===== config.mk =====
export PLATFORM = sky130hd
export DESIGN_NAME = alu_seq
export DESIGN_NICKNAME = d
export VERILOG_FILES = /design/src/rtl/alu_seq.sv
export SDC_FILE = /design/constraint.sdc
export NUM_CORES = 2
export LEC_CHECK = 0
export CAP_MARGIN = 10
export CORE_AREA = 3 3 281 283
export CTS_CLUSTER_DIAMETER = 120
export DETAILED_ROUTE_END_ITERATION = 6
export DIE_AREA = 0 0 284 286
export PLACE_DENSITY = 0.63
export SLEW_MARGIN = 20
export SYNTH_ARGS = -nofsm -noshare
export SYNTH_HDL_FRONTEND = slang
export SYNTH_SLANG_ARGS = --single-unit

===== constraint.sdc =====
create_clock -name clk -period 12 [get_ports clk]
set_input_delay 2.4 -clock clk [delete_from_list [all_inputs] [get_ports clk]]
set_output_delay 2.4 -clock clk [all_outputs]
set_load 0.1 [all_outputs]

===== src/rtl/alu_seq.sv =====
// Handshaked EX-stage ALU: single-cycle basic ops plus iterative RV32M multiply/divide.
// Accepts in IDLE, holds the registered result in DONE until out_ready.
module alu_seq #(
  parameter int unsigned XLEN  = 32,
  parameter bit          MD_EN = 1'b1
) (
  input  logic            clk,
  input  logic            rst,
  input  logic            in_valid,
  output logic            in_ready,
  input  logic [XLEN-1:0] a,
  input  logic [XLEN-1:0] b,
  input  logic [3:0]      alu_op,
  output logic            out_valid,
  input  logic            out_ready,
  output logic [XLEN-1:0] result,
  output logic            zero,
  output logic            busy
);
  localparam int unsigned     SW       = $clog2(XLEN);
  localparam logic [SW-1:0]   CNT_LAST = SW'(XLEN - 1);
  localparam logic [XLEN-1:0] INT_MIN  = {1'b1, {(XLEN-1){1'b0}}};

  typedef enum logic [1:0] {S_IDLE, S_MUL, S_DIV, S_DONE} state_e;
  typedef enum logic [3:0] {
    OP_ADD, OP_SUB, OP_AND, OP_OR, OP_XOR, OP_SLL, OP_SRL, OP_SLT,
    OP_SRA, OP_SLTU, OP_MUL, OP_MULH, OP_DIV, OP_DIVU, OP_REM, OP_REMU
  } op_e;

  state_e            state_q;
  op_e               op_q;
  logic [XLEN-1:0]   result_q;
  logic              zero_q;
  logic              neg_q;
  logic [SW-1:0]     cnt_q;
  logic [2*XLEN-1:0] acc_q, mcand_q;
  logic [XLEN-1:0]   mplier_q, quo_q, rem_q, dvsr_q;

  op_e               op_in;
  logic [XLEN-1:0]   a_mag, b_mag, imm_res, long_res, res_d;
  logic              sgn_op, ovf, is_md, is_mul, go_long, zero_d;
  logic [2*XLEN-1:0] mul_sum, mul_fin;
  logic [XLEN:0]     div_sh, div_diff;
  logic [XLEN-1:0]   div_rem, div_quo;

  always_comb begin
    op_in   = op_e'(alu_op);
    a_mag   = a[XLEN-1] ? -a : a;
    b_mag   = b[XLEN-1] ? -b : b;
    sgn_op  = op_in inside {OP_MULH, OP_DIV, OP_REM};
    is_mul  = op_in inside {OP_MUL, OP_MULH};
    ovf     = (a == INT_MIN) && (b == '1) && (op_in inside {OP_DIV, OP_REM});
    is_md   = MD_EN && alu_op[3] && (alu_op[2] || alu_op[1]);
    // Divide-by-zero and signed overflow resolve immediately instead of iterating.
    go_long = is_md && !ovf && (is_mul || (b != '0));

    imm_res = '0;
    case (op_in)
      OP_ADD:  imm_res = a + b;
      OP_SUB:  imm_res = a - b;
      OP_AND:  imm_res = a & b;
      OP_OR:   imm_res = a | b;
      OP_XOR:  imm_res = a ^ b;
      OP_SLL:  imm_res = a << b[SW-1:0];
      OP_SRL:  imm_res = a >> b[SW-1:0];
      OP_SLT:  imm_res = {{(XLEN-1){1'b0}}, ($signed(a) < $signed(b))};
      OP_SRA:  imm_res = $signed(a) >>> b[SW-1:0];
      OP_SLTU: imm_res = {{(XLEN-1){1'b0}}, (a < b)};
      OP_DIV, OP_DIVU: if (MD_EN) imm_res = (b == '0) ? '1 : (ovf ? a : '0);
      OP_REM, OP_REMU: if (MD_EN) imm_res = (b == '0) ? a : '0;
      default: imm_res = '0;
    endcase

    mul_sum  = acc_q + (mplier_q[0] ? mcand_q : '0);
    mul_fin  = neg_q ? -mul_sum : mul_sum;
    div_sh   = {rem_q, quo_q[XLEN-1]};
    div_diff = div_sh - {1'b0, dvsr_q};
    div_rem  = div_diff[XLEN] ? div_sh[XLEN-1:0] : div_diff[XLEN-1:0];
    div_quo  = {quo_q[XLEN-2:0], ~div_diff[XLEN]};

    long_res = '0;
    case (op_q)
      OP_MUL:          long_res = mul_fin[XLEN-1:0];
      OP_MULH:         long_res = mul_fin[2*XLEN-1:XLEN];
      OP_DIV, OP_DIVU: long_res = neg_q ? -div_quo : div_quo;
      OP_REM, OP_REMU: long_res = neg_q ? -div_rem : div_rem;
      default:         long_res = '0;
    endcase

    res_d  = (state_q == S_IDLE) ? imm_res : long_res;
    zero_d = (res_d == '0);
  end

  always_ff @(posedge clk or posedge rst) begin
    if (rst) begin
      state_q  <= S_IDLE;
      op_q     <= OP_ADD;
      result_q <= '0;
      zero_q   <= 1'b0;
      neg_q    <= 1'b0;
      cnt_q    <= '0;
      acc_q    <= '0;
      mcand_q  <= '0;
      mplier_q <= '0;
      quo_q    <= '0;
      rem_q    <= '0;
      dvsr_q   <= '0;
    end else begin
      case (state_q)
        S_IDLE: if (in_valid) begin
          op_q     <= op_in;
          cnt_q    <= '0;
          acc_q    <= '0;
          rem_q    <= '0;
          // Signed ops iterate on magnitudes; the sign is reapplied on the final step.
          neg_q    <= (op_in == OP_REM) ? a[XLEN-1] : (sgn_op && (a[XLEN-1] ^ b[XLEN-1]));
          mcand_q  <= {{XLEN{1'b0}}, (sgn_op ? a_mag : a)};
          mplier_q <= sgn_op ? b_mag : b;
          quo_q    <= sgn_op ? a_mag : a;
          dvsr_q   <= sgn_op ? b_mag : b;
          if (go_long) begin
            state_q <= is_mul ? S_MUL : S_DIV;
          end else begin
            result_q <= res_d;
            zero_q   <= zero_d;
            state_q  <= S_DONE;
          end
        end
        S_MUL: begin
          acc_q    <= mul_sum;
          mcand_q  <= mcand_q << 1;
          mplier_q <= mplier_q >> 1;
          cnt_q    <= cnt_q + 1'b1;
          if (cnt_q == CNT_LAST) begin
            result_q <= res_d;
            zero_q   <= zero_d;
            state_q  <= S_DONE;
          end
        end
        S_DIV: begin
          rem_q <= div_rem;
          quo_q <= div_quo;
          cnt_q <= cnt_q + 1'b1;
          if (cnt_q == CNT_LAST) begin
            result_q <= res_d;
            zero_q   <= zero_d;
            state_q  <= S_DONE;
          end
        end
        S_DONE: if (out_ready) state_q <= S_IDLE;
        default: state_q <= S_IDLE;
      endcase
    end
  end

  assign in_ready  = (state_q == S_IDLE);
  assign busy      = (state_q != S_IDLE);
  assign out_valid = (state_q == S_DONE);
  assign result    = result_q;
  assign zero      = zero_q;
endmodule

==> flow_summary.ini <==
[outcome]
status = finished with violations
violations = DRC

[timing]
fmax_mhz = 115
fin_crit_ps = 8730
finalSetupViolCount = 0
hold_viol_final = 0
post-route-period-util_pct = 72.7
rsz0062_at_grt = no
drv_slew = 0
tns_ps = 0
slew_headroom_pct = 14.7
worst_pin_slew_ps = 1270
skew_ps = 31.2

[routing]
num_vias = 37382
post-route-drc-count = 22
postRouteAntennaNets = 0
drt-vias-per-instance = 6.72
wl_per_cell_um = 28.6
drtIter0Drc = 5013
routed_wl_um = 159000
first_pass_iters = 7

[pwr]
power.total_mw = 7.89
power_density_nw_per_um2 = 210
vdd.ir_drop.worst_v = 0.000128
p_leak_nw = 15.5

[floorplanning]
die_area_um2 = 81200
start_util_pct = 44.6
die_w_um = 284
design.core.area_um2 = 77000
ios = 108
die_h_um = 286
rows = 102

[cells_and_area]
synthToLayoutAreaGrowth_pct = 9.66
num-fill-cells = 7731
fin_cells = 5559
utilization_pct = 48.9
drive_above_1_share_pct = 7.50
fin_nets = 4766
final_common_cell = nand2_1
final_cell_mix = 487 x nand2_1, 424 x nor2_1, 405 x o21ai_0

[logic_synthesis]
synth_top_area_share_pct = 21.9
synth_top_area_cell = dfrtp_1
syn-instance-count = 4561
syn_area_um2 = 34300
yosysWarnings = 0
postSynth.asyncResetShare_pct = 100
synth_flop_cell = dfrtp_1
synthTopCellsByArea = dfrtp_1 22%, ha_1 7.4%, o21ai_0 5.9%
synth_cell_type_count = 103
synthesis.nets = 4841
seq_area_frac_synth_pct = 21.9
syn_avg_cell_area_um2 = 7.53
synth-seq-cells = 301
synth_edf_count = 0

[clock_tree]
cts_hold_buffers = 0
cts_setup_buffers = 0
cts-resized-gates = 0
cts_root_buf = clkbuf_16
clock_path_buffers = 3
cts_buffers = 40
cts_tree = yes
clkSinkCount = 301
worstSkewPairLatency_ps = 580
clk_pin_slew_ps = 60
h-tree-depth = 2

[global_route]
antenna_found_initial = 3
grt-ovfl-total = 0
grt_pass1_vias = 35104
grt_first_pass_wirelength_um = 233000
grt_max_degree = 132
grt_usage_pct = 37.7

[worst_setup_path]
worstSetupEndpointType = flop
crit_path_start_kind = flop
worstSetupPathType = reg2reg
cp_data_arrival_time_ps = 9150
required_ps = 12430
ff2ff_setup_slack_ps = 3270
crit_fanout = 40
slowest_delay_ps = 810
slowest_stage = a2111oi_0

[place]
gp_congestion = 1.11
dp_hpwl_um = 124000
placedCellCount = 5484
io_buffers = 107

[run]
maxCapViolCount = 0

[hold_path]
min_path_type = reg2reg
## critical path: cells and delay by family, from the launching register on
kind                     cells  cell delay, ps
XOR/XNOR                     1             180
AND/OR/NAND/NOR              7            1760
AO/OA/AOI/OAI               11            4200
buffers and inverters        6            1330
adder cells (fa/ha/maj)      3             700
flip-flops                   1             390
## area by class of cell
cell class / count / area, µm² / area share (%)
clock buffer: 57 / 1150 / 3.05
timing repair buffer: 204 / 1790 / 4.75
antenna: 1 / 2.50 / 0.00665
inverter: 165 / 628 / 1.67
multi-input combinational: 3774 / 25000 / 66.3
sequential: 301 / 7530 / 20.0
clock inverter: 17 / 268 / 0.711
tap: 1040 / 1300 / 3.46
## sequential cells by signal, summed over array words and instances, names as in the netlist
| signal | count |
|---|---|
| op_q | 4 |
| acc_q | 64 |
| zero | 1 |
| result | 32 |
| neg_q | 1 |
| rem_q | 32 |
| state_q | 2 |
| mcand_q | 64 |
| quo_q | 32 |
| cnt_q | 5 |
| mplier_q | 32 |
| dvsr_q | 32 |
## worst paths after layout
check / start / endpoint / cells after the start
worst max register to register: quo_q[31]$_DFFE_PP0P_ / result[18]$_DFFE_PP0P_ / 28
worst min register to register: result[11]$_DFFE_PP0P_ / result[11]$_DFFE_PP0P_ / 2
worst max-delay path: quo_q[31]$_DFFE_PP0P_ / result[18]$_DFFE_PP0P_ / 28
min in group asynchronous: rst / acc_q[43]$_DFFE_PP0P_ / 2
worst min-delay path: result[11]$_DFFE_PP0P_ / result[11]$_DFFE_PP0P_ / 2
max in group asynchronous: rst / rem_q[9]$_DFFE_PP0P_ / 3
## synth_stat cells (all sizes together), types with 30 or more instances
library cell / instances
and3: 30
nand2: 488
nor3: 109
o21ai: 420
a211oi: 93
a22oi: 32
nand4: 70
o211ai: 53
xnor2: 140
o22ai: 44
mux2i: 160
nand3: 89
a21o: 66
nand2b: 39
inv: 163
xor2: 65
o21a: 30
a21oi: 352
or3: 43
and2: 89
ha: 204
buf: 68
a31oi: 48
clkbuf: 253
o31ai: 62
a22o: 74
nor2: 425
nor4: 51
dfrtp: 301
mux2: 49
## through the flow
| stage | setup WS [ps] | area (µm²) | hold WS, ps |
|---|---|---|---|
| 2_1_floorplan | 1280 | 34300 | 450 |
| 3_5_place_dp | 3580 | 36200 | 467 |
| 6_report | 3270 | 37600 | 475 |
| 4_1_cts | 3650 | 37600 | 481 |
| 3_3_place_gp | 3720 | 36200 | 460 |
| 5_1_grt | 2660 | 37600 | 488 |
## metal layers
layer  share of wire (%)  track usage [%]
met5               0.015                0
met4                 7.6             23.9
met3                 9.6             7.92
met2                  43             57.8
met1                  40             48.2
## report_power, final
part	switching, mW	internal (mW)
clock network	0.505	0.800
logic	3.35	1.49
registers	0.374	1.37
total	4.23	3.66
## kinds of logic (layout without fill, tap and decap cells)
logic type	after synthesis	after routing	share of synthesized area [%]
xor+xnor	205	205	5.23
other cells	0	1	0
simple gates	1566	1566	21.8
fa+ha+maj	208	208	7.67
flops	301	301	21.9
mux	229	229	7.59
compound gates	1566	1566	30.2
buf+inv	486	443	5.57
Note: power is estimated with default switching activity, not from simulation.
